--- src/rtl/usr_pkg.sv ---
`default_nettype none
// ============================================================================
// Package     : usr_pkg
// Description : Shared mode encoding and next-value helper for the
//               universal shift register.
// Revision    : 1.0 - initial release
// ============================================================================
package usr_pkg;

  // Operation select carried on io_mode
  typedef enum logic [2:0] {
    MODE_HOLD  = 3'd0,
    MODE_SHL   = 3'd1,
    MODE_SHR   = 3'd2,
    MODE_SAR   = 3'd3,
    MODE_ROL   = 3'd4,
    MODE_ROR   = 3'd5,
    MODE_LOAD  = 3'd6,
    MODE_CLEAR = 3'd7
  } mode_t;

  // Next register value for a register of 'width' bits held right-aligned in
  // a 64-bit container; inputs must already be zero above 'width'.
  function automatic logic [63:0] usr_next_q(
    input mode_t       mode,
    input logic [63:0] q,
    input logic        sin,
    input logic [63:0] pin,
    input int unsigned width
  );
    logic [63:0] mask;
    logic [63:0] top;
    logic [63:0] r;
    logic        msb;
    mask = (width >= 64) ? {64{1'b1}} : ((64'd1 << width) - 64'd1);
    top  = 64'd1 << (width - 1);
    msb  = |(q & top);
    case (mode)
      MODE_SHL:   r = (q << 1) | {63'd0, sin};
      MODE_SHR:   r = (q >> 1) | (sin ? top : 64'd0);
      MODE_SAR:   r = (q >> 1) | (msb ? top : 64'd0);
      MODE_ROL:   r = (q << 1) | {63'd0, msb};
      MODE_ROR:   r = (q >> 1) | (q[0] ? top : 64'd0);
      MODE_LOAD:  r = pin;
      MODE_CLEAR: r = 64'd0;
      default:    r = q;
    endcase
    return r & mask;
  endfunction

endpackage
`default_nettype wire

--- src/rtl/universal_shift_reg_if.sv ---
`default_nettype none
// ============================================================================
// Interface   : universal_shift_reg_if
// Description : Control/data bundle of the universal shift register.
//               Carries io_parity when UNIVERSAL_SHIFT_REG_PARITY_EN is set.
// Revision    : 1.0 - initial release
// ============================================================================
interface universal_shift_reg_if #(
  parameter int WIDTH = 8
);
  localparam int CNT_W = $clog2(WIDTH + 1);

  logic             io_enable;
  logic [2:0]       io_mode;
  logic             io_serialIn;
  logic [WIDTH-1:0] io_parallelIn;
  logic [WIDTH-1:0] io_q;
  logic             io_serialOutMsb;
  logic             io_serialOutLsb;
  logic [CNT_W-1:0] io_remaining;
  logic             io_empty;
`ifdef UNIVERSAL_SHIFT_REG_PARITY_EN
  logic             io_parity;
`endif

  // Stimulus side
  modport master (
    output io_enable, io_mode, io_serialIn, io_parallelIn,
    input  io_q, io_serialOutMsb, io_serialOutLsb, io_remaining, io_empty
`ifdef UNIVERSAL_SHIFT_REG_PARITY_EN
    , input io_parity
`endif
  );

  // Register side
  modport slave (
    input  io_enable, io_mode, io_serialIn, io_parallelIn,
    output io_q, io_serialOutMsb, io_serialOutLsb, io_remaining, io_empty
`ifdef UNIVERSAL_SHIFT_REG_PARITY_EN
    , output io_parity
`endif
  );

endinterface
`default_nettype wire

--- src/rtl/usr_remaining_counter.sv ---
`default_nettype none
// ============================================================================
// Module      : usr_remaining_counter
// Description : Count of loaded bits not yet shifted out. Loads to WIDTH,
//               clears to 0, decrements saturating at 0.
// Revision    : 1.0 - initial release
// ============================================================================
module usr_remaining_counter #(
  parameter int WIDTH = 8,
  parameter int CNT_W = $clog2(WIDTH + 1)
) (
  input  wire logic             clock,
  input  wire logic             reset,
  input  wire logic             load_i,
  input  wire logic             clear_i,
  input  wire logic             dec_i,
  output logic      [CNT_W-1:0] count_o
);

  logic [CNT_W-1:0] count_q;
  logic [CNT_W-1:0] count_d;

  // Next count: clear and load are absolute, decrement stops at zero
  always_comb begin
    count_d = count_q;
    if (clear_i) begin
      count_d = '0;
    end else if (load_i) begin
      count_d = CNT_W'(WIDTH);
    end else if (dec_i && (count_q != '0)) begin
      count_d = count_q - CNT_W'(1);
    end
  end

  // Count register with synchronous reset
  always_ff @(posedge clock) begin
    if (reset) begin
      count_q <= '0;
    end else begin
      count_q <= count_d;
    end
  end

  assign count_o = count_q;

endmodule
`default_nettype wire

--- src/rtl/universal_shift_reg.sv ---
`default_nettype none
// ============================================================================
// Module      : universal_shift_reg
// Description : WIDTH-bit register with load, clear, logical/arithmetic
//               shift and rotate, serial I/O at both ends and a count of
//               loaded bits still unshifted.
//               Optional registered parity: UNIVERSAL_SHIFT_REG_PARITY_EN.
// Revision    : 1.0 - initial release
// ============================================================================
module universal_shift_reg
  import usr_pkg::*;
#(
  parameter int WIDTH = 8
) (
  input wire logic              clock,
  input wire logic              reset,
  universal_shift_reg_if.slave  bus
);

  localparam int CNT_W = $clog2(WIDTH + 1);

  logic [WIDTH-1:0] q_q;
  logic [WIDTH-1:0] q_d;
  logic [CNT_W-1:0] remaining;
  mode_t            mode_eff;

  // Disabled cycles behave exactly like HOLD
  assign mode_eff = bus.io_enable ? mode_t'(bus.io_mode) : MODE_HOLD;

  // Next data value from the shared helper
  always_comb begin
    q_d = WIDTH'(usr_next_q(mode_eff, 64'(q_q), bus.io_serialIn,
                            64'(bus.io_parallelIn), WIDTH));
  end

  // Data register with synchronous reset
  always_ff @(posedge clock) begin
    if (reset) begin
      q_q <= '0;
    end else begin
      q_q <= q_d;
    end
  end

  usr_remaining_counter #(
    .WIDTH (WIDTH),
    .CNT_W (CNT_W)
  ) u_remaining (
    .clock   (clock),
    .reset   (reset),
    .load_i  (mode_eff == MODE_LOAD),
    .clear_i (mode_eff == MODE_CLEAR),
    .dec_i   ((mode_eff == MODE_SHL) || (mode_eff == MODE_SHR) ||
              (mode_eff == MODE_SAR)),
    .count_o (remaining)
  );

  assign bus.io_q            = q_q;
  assign bus.io_serialOutMsb = q_q[WIDTH-1];
  assign bus.io_serialOutLsb = q_q[0];
  assign bus.io_remaining    = remaining;
  assign bus.io_empty        = (remaining == '0);

`ifdef UNIVERSAL_SHIFT_REG_PARITY_EN
  logic parity_q;

  // Parity of the incoming value, so it lines up with io_q without a
  // combinational XOR tree on the output
  always_ff @(posedge clock) begin
    if (reset) begin
      parity_q <= 1'b0;
    end else begin
      parity_q <= ^q_d;
    end
  end

  assign bus.io_parity = parity_q;
`endif

endmodule
`default_nettype wire

--- src/flat_wrapper.sv ---
// flat-port wrapper written by rule: the top's interface ports become plain ports
module universal_shift_reg_flat import usr_pkg::*;
#(
  parameter int WIDTH = 8
)
  (clock, reset, bus_io_enable, bus_io_mode, bus_io_serialIn, bus_io_parallelIn, bus_io_q, bus_io_serialOutMsb, bus_io_serialOutLsb, bus_io_remaining, bus_io_empty);
  universal_shift_reg_if #(.WIDTH(WIDTH)) bus_i ();
  input wire logic clock;
  input wire logic reset;
  input wire logic [$bits(bus_i.io_enable)-1:0] bus_io_enable;
  input wire logic [$bits(bus_i.io_mode)-1:0] bus_io_mode;
  input wire logic [$bits(bus_i.io_serialIn)-1:0] bus_io_serialIn;
  input wire logic [$bits(bus_i.io_parallelIn)-1:0] bus_io_parallelIn;
  output wire logic [$bits(bus_i.io_q)-1:0] bus_io_q;
  output wire logic [$bits(bus_i.io_serialOutMsb)-1:0] bus_io_serialOutMsb;
  output wire logic [$bits(bus_i.io_serialOutLsb)-1:0] bus_io_serialOutLsb;
  output wire logic [$bits(bus_i.io_remaining)-1:0] bus_io_remaining;
  output wire logic [$bits(bus_i.io_empty)-1:0] bus_io_empty;
  assign bus_i.io_enable = bus_io_enable;
  assign bus_i.io_mode = bus_io_mode;
  assign bus_i.io_serialIn = bus_io_serialIn;
  assign bus_i.io_parallelIn = bus_io_parallelIn;
  assign bus_io_q = bus_i.io_q;
  assign bus_io_serialOutMsb = bus_i.io_serialOutMsb;
  assign bus_io_serialOutLsb = bus_i.io_serialOutLsb;
  assign bus_io_remaining = bus_i.io_remaining;
  assign bus_io_empty = bus_i.io_empty;
  universal_shift_reg #(.WIDTH(WIDTH)) u_core (.clock(clock), .reset(reset), .bus(bus_i));
endmodule
--- config.mk ---
export PLATFORM = sky130hd
export DESIGN_NAME = universal_shift_reg_flat
export DESIGN_NICKNAME = d
export VERILOG_FILES = /design/src/rtl/usr_pkg.sv /design/src/rtl/universal_shift_reg_if.sv /design/src/rtl/usr_remaining_counter.sv /design/src/rtl/universal_shift_reg.sv /design/src/flat_wrapper.sv
export SDC_FILE = /design/constraint.sdc
export NUM_CORES = 1
export LEC_CHECK = 0
export BUFFER_PORTS_ARGS = -buffer_cell sky130_fd_sc_hd__buf_4
export CAP_MARGIN = 25
export CORE_UTILIZATION = 48
export DETAILED_ROUTE_END_ITERATION = 12
export PLACE_DENSITY_LB_ADDON = 0.2
export SLEW_MARGIN = 20
export SYNTH_ARGS = -nofsm -noshare
export SYNTH_HDL_FRONTEND = slang
export SYNTH_SLANG_ARGS = --single-unit
--- constraint.sdc ---
create_clock -name clock -period 1.9 [get_ports clock]
set_input_delay 0.19 -clock clock [delete_from_list [all_inputs] [get_ports clock]]
set_output_delay 0.19 -clock clock [all_outputs]
set_load 0.01 [all_outputs]
==> report_table.html <==
<table>
<tr><th>Metric</th><th>Value</th></tr>
<tr><th colspan="2">Cells and area</th></tr>
<tr><td>Layout net count</td><td>146</td></tr>
<tr><td>Final-layout fill cell count</td><td>approximately 140</td></tr>
<tr><td>Fraction of layout instances using a drive strength above 1</td><td>32.0%</td></tr>
<tr><td>Syn-to-layout area delta</td><td>25.9%</td></tr>
<tr><td>Commonest non-fill, non-tap cells in the layout</td><td>29 x buf_4, 14 x nand2_1, 12 x dfxtp_1, 11 x nor2_1, 8 x a21oi_1</td></tr>
<tr><td>Layout Cells excl Fill</td><td>144</td></tr>
<tr><td>Multi-input gate area in the final layout</td><td>536 µm²</td></tr>
<tr><td>Commonest non-fill, non-tap cell in the layout</td><td>buf_4</td></tr>
<tr><td>Register cell area after layout</td><td>240 µm²</td></tr>
<tr><td>Area of all placed cells without fillers</td><td>1050 µm²</td></tr>
<tr><td>Ant. Diodes</td><td>0</td></tr>
<tr><th colspan="2">Worst hold path</th></tr>
<tr><td>Type of the worst min-delay path</td><td>in2reg</td></tr>
<tr><th colspan="2">Setup path</th></tr>
<tr><td>Depth of the most critical reg-to-reg path</td><td>6</td></tr>
<tr><td>Origin of the worst setup path</td><td>u_core.u_remaining.count_o[0]$_SDFFE_PP0P_</td></tr>
<tr><td>Max FO, Critical Path</td><td>5</td></tr>
<tr><td>Launch instance of the worst register-to-register path</td><td>u_core.u_remaining.count_o[0]$_SDFFE_PP0P_</td></tr>
<tr><td>Required time reported for the critical path endpoint</td><td>2.07 ns</td></tr>
<tr><td>Worst Setup End Kind</td><td>flip-flop</td></tr>
<tr><td>Capturing point of the worst reg2reg path</td><td>u_core.u_remaining.count_o[1]$_SDFFE_PP0P_</td></tr>
<tr><td>Sort of element at the start of the critical path</td><td>flip-flop</td></tr>
<tr><td>Path type of the worst setup path</td><td>reg2reg</td></tr>
<tr><td>Critical path capture point</td><td>u_core.u_remaining.count_o[1]$_SDFFE_PP0P_</td></tr>
<tr><td>Minimum setup slack among reg-to-reg paths</td><td>0.19 ns</td></tr>
<tr><td>Worst path arrival time</td><td>approximately 1.9 ns</td></tr>
<tr><th colspan="2">STA</th></tr>
<tr><td>Fraction of the cycle the final worst path needs</td><td>90.2%</td></tr>
<tr><td>Worst-case clock skew</td><td>0.00437 ns</td></tr>
<tr><td>Actual transition at the worst max-transition pin</td><td>0.383 ns</td></tr>
<tr><td>Top achievable clock speed</td><td>between 0.5 and 0.6 GHz</td></tr>
<tr><td>Max-slew headroom</td><td>74.4%</td></tr>
<tr><td>Final critical-path required period</td><td>1.71 ns</td></tr>
<tr><td>Final number of max-transition violations</td><td>0</td></tr>
<tr><td>Unrepaired setup endpoints after global routing</td><td>false</td></tr>
<tr><td>Final number of hold-violating endpoints</td><td>0</td></tr>
<tr><td>Sum of negative setup slack</td><td>0 ns</td></tr>
<tr><td>Setup-violating endpoint count in the final report</td><td>0</td></tr>
<tr><th colspan="2">Drt</th></tr>
<tr><td>Residual DRC count</td><td>3</td></tr>
<tr><td>Total length of routed wires</td><td>1930 µm</td></tr>
<tr><td>Number of vias in the routed layout</td><td>830</td></tr>
<tr><td>Post-route ant nets</td><td>0</td></tr>
<tr><td>Wire per inst</td><td>~13 µm</td></tr>
<tr><td>Vias per std cell</td><td>around 5.8</td></tr>
<tr><td>Length of the first detailed-routing pass in iterations</td><td>8</td></tr>
<tr><td>Iteration-0 DRC Markers</td><td>14</td></tr>
<tr><th colspan="2">Logic synthesis</th></tr>
<tr><td>Proportion of netlist area held by the largest area contributor</td><td>28.8%</td></tr>
<tr><td>Proportion of synthesized chip area in sequential cells</td><td>28.8%</td></tr>
<tr><td>Post-Syn Nets</td><td>120</td></tr>
<tr><td>Synth area leaders</td><td>dfxtp_1 29%, o211a_1 7.2%, a211oi_1 6.3%, nand2_1 6.3%, nor2_1 4.9%</td></tr>
<tr><td>Number of synthesized flops with an enable pin</td><td>0</td></tr>
<tr><td>Leading area contributor after synthesis</td><td>dfxtp_1</td></tr>
<tr><td>Cells after synthesis</td><td>104</td></tr>
<tr><td>Post-synthesis sequential element count</td><td>12</td></tr>
<tr><td>Share of flip-flops with an asynchronous set or reset</td><td>0%</td></tr>
<tr><td>Number of distinct library cells after synthesis</td><td>34</td></tr>
<tr><td>Average cell area after synthesis</td><td>8.02 µm²</td></tr>
<tr><td>Warnings from Yosys</td><td>0</td></tr>
<tr><td>Commonest register cell after synthesis</td><td>dfxtp_1</td></tr>
<tr><td>Post-synth design cell area</td><td>835 µm²</td></tr>
<tr><th colspan="2">Clock network</th></tr>
<tr><td>Clock latency on the worst-skew pair</td><td>approximately 0.27 ns</td></tr>
<tr><td>Post-cts gate resize count</td><td>0</td></tr>
<tr><td>Deepest level of the CTS H-tree</td><td>1</td></tr>
<tr><td>Largest buffer count on any clock path</td><td>2</td></tr>
<tr><td>TritonCTS Buffers</td><td>3</td></tr>
<tr><td>Clock-pin slew of the registers on the worst-case setup and hold paths</td><td>~0.080 ns</td></tr>
<tr><td>TritonCTS clock tree</td><td>done</td></tr>
<tr><td>Library cell used as clock root buffer</td><td>clkbuf_4</td></tr>
<tr><td>CTS Hold Buffers Added</td><td>0</td></tr>
<tr><td>Clock Sinks</td><td>12</td></tr>
<tr><td>Post-CTS Setup Bufs</td><td>0</td></tr>
<tr><th colspan="2">Pwr</th></tr>
<tr><td>Cell-internal power</td><td>428 µW</td></tr>
<tr><td>Sequential share of power</td><td>46.1%</td></tr>
<tr><td>Leak pwr</td><td>0.461 nW</td></tr>
<tr><td>Comb power frac</td><td>28.3%</td></tr>
<tr><td>Switching portion of total power</td><td>around 30%</td></tr>
<tr><td>Switching power</td><td>187 µW</td></tr>
<tr><td>Total Power</td><td>615 µW</td></tr>
<tr><td>Fraction of power consumed by the clock network</td><td>between 20 and 30%</td></tr>
<tr><td>Power per standard cell area</td><td>585 nW/µm²</td></tr>
<tr><td>Max VDD drop</td><td>0.500 mV</td></tr>
<tr><th colspan="2">Job</th></tr>
<tr><td>Reported max-cap violation count</td><td>0</td></tr>
<tr><th colspan="2">Place</th></tr>
<tr><td>Instance count after placement with tap cells included</td><td>141</td></tr>
<tr><td>Routability congestion estimate from global placement</td><td>0.869</td></tr>
<tr><td>Post-placement cell area</td><td>1030 µm²</td></tr>
<tr><td>Post-DP HPWL</td><td>around 1400 µm</td></tr>
<tr><td>Number of buffers inserted by port buffering</td><td>29</td></tr>
<tr><th colspan="2">GRT</th></tr>
<tr><td>Via count of the first global-routing pass</td><td>734</td></tr>
<tr><td>Largest net degree at the start of global routing</td><td>19</td></tr>
<tr><td>Overflow after GRT</td><td>0</td></tr>
<tr><td>Antenna violations before repair</td><td>0</td></tr>
<tr><td>Overall global routing resource usage</td><td>23.2%</td></tr>
<tr><td>Wire length of the first global-routing pass</td><td>3340 µm</td></tr>
<tr><th colspan="2">Die</th></tr>
<tr><td>Total Die Area</td><td>1910 µm²</td></tr>
<tr><td>Initial Util</td><td>53.5%</td></tr>
<tr><td>Die Height</td><td>43.7 µm</td></tr>
<tr><td>Core Region</td><td>1560 µm²</td></tr>
<tr><td>Cell row count</td><td>14</td></tr>
<tr><td>I/O pin count</td><td>30</td></tr>
<tr><td>Horiz. Die Dim</td><td>43.7 µm</td></tr>
<tr><th colspan="2">Outcome</th></tr>
<tr><td>Run status</td><td>finished, violations left</td></tr>
<tr><td>Failing checks</td><td>DRC</td></tr>
</table>
-- kinds of logic after synthesis --
group / share of synthesized area, %
simple gates: 30.6
xor+xnor: 2.10
mux: 1.20
buf+inv: 7.05
fa+ha+maj: 1.50
flops: 28.8
compound gates: 28.8
-- cells in the mapped netlist (2+ instances only) --
cell and number:
nand2b_1 2, a21boi_2 2, inv_1 4, buf_2 2, nor2_2 2, nor2b_1 4
o21ai_0 2, o211a_1 6, buf_4 3, dfxtp_1 12, a21oi_1 8, clkbuf_1 3
nand2_1 14, nor2_1 11, nor3_1 3, and3_1 2, a211oi_1 7
-- routing by layer --
metal	up-vias	global-route usage [%]	wire (µm)
met5	-	0	0
met4	0	5.00	9
met3	2	6.67	145
met2	27	34.9	919
met1	380	32.7	858
li1	421	-	-
-- worst min-delay path by stage --
| stage | cells after the start | start | end | slack (ns) |
|---|---|---|---|---|
| final | 3 | bus_io_parallelIn[0] | u_core.bus.io_q[0]$_SDFFE_PP0P_ | 0.19 |
| after global placement | 3 | bus_io_parallelIn[0] | u_core.bus.io_q[0]$_SDFFE_PP0P_ | 0.47 |
| after CTS | 3 | bus_io_parallelIn[0] | u_core.bus.io_q[0]$_SDFFE_PP0P_ | 0.19 |
| after global routing | 2 | reset | u_core.bus.io_q[6]$_SDFFE_PP0P_ | 0.20 |
| after detailed placement | 3 | bus_io_parallelIn[0] | u_core.bus.io_q[0]$_SDFFE_PP0P_ | 0.48 |
| after floorplan | 1 | reset | u_core.u_remaining.count_o[1]$_SDFFE_PP0P_ | 0.27 |
-- stage by stage --
stage / utilization (%) / setup slack (ns) / hold slack (ns)
after global routing: 67.4 / 0.0150 / 0.203
final: 67.4 / 0.186 / 0.192
after CTS: 67.4 / 0.136 / 0.188
after floorplan: - / 0.212 / 0.266
after global placement: 66.0 / 0.238 / 0.470
after detailed placement: 66.0 / 0.153 / 0.480
-- power groups by stage --
stage               Clock [mW]  Combinational (mW)  Sequential (mW)
floorplan                    0               0.101            0.293
global placement             0               0.172            0.289
detailed placement           0               0.175            0.289
CTS                      0.162               0.175            0.284
global route             0.174               0.192            0.286
finish                   0.157               0.174            0.284
-- critical path, cell delays in order, from the launching register on --
cell and delay, ns:
dfxtp_1 0.39, inv_1 0.06, ha_1 0.21, nor3b_2 0.18, nor4b_4 0.37, nor2_1 0.09, a2111oi_2 0.32
-- registers in the layout (all words and copies together), names as in the netlist --
register	count
u_core.bus.io_q	8
u_core.u_remaining.count_o	4
-- layout make-up --
cell class,instances,share of cell area [%]
inverter,4,1.43
sequential,12,22.9
multi-input combinational,80,51.0
clock buffer,3,2.14
tap,16,1.90
timing repair buffer,29,20.7
Power figures use the tool's default switching activity.
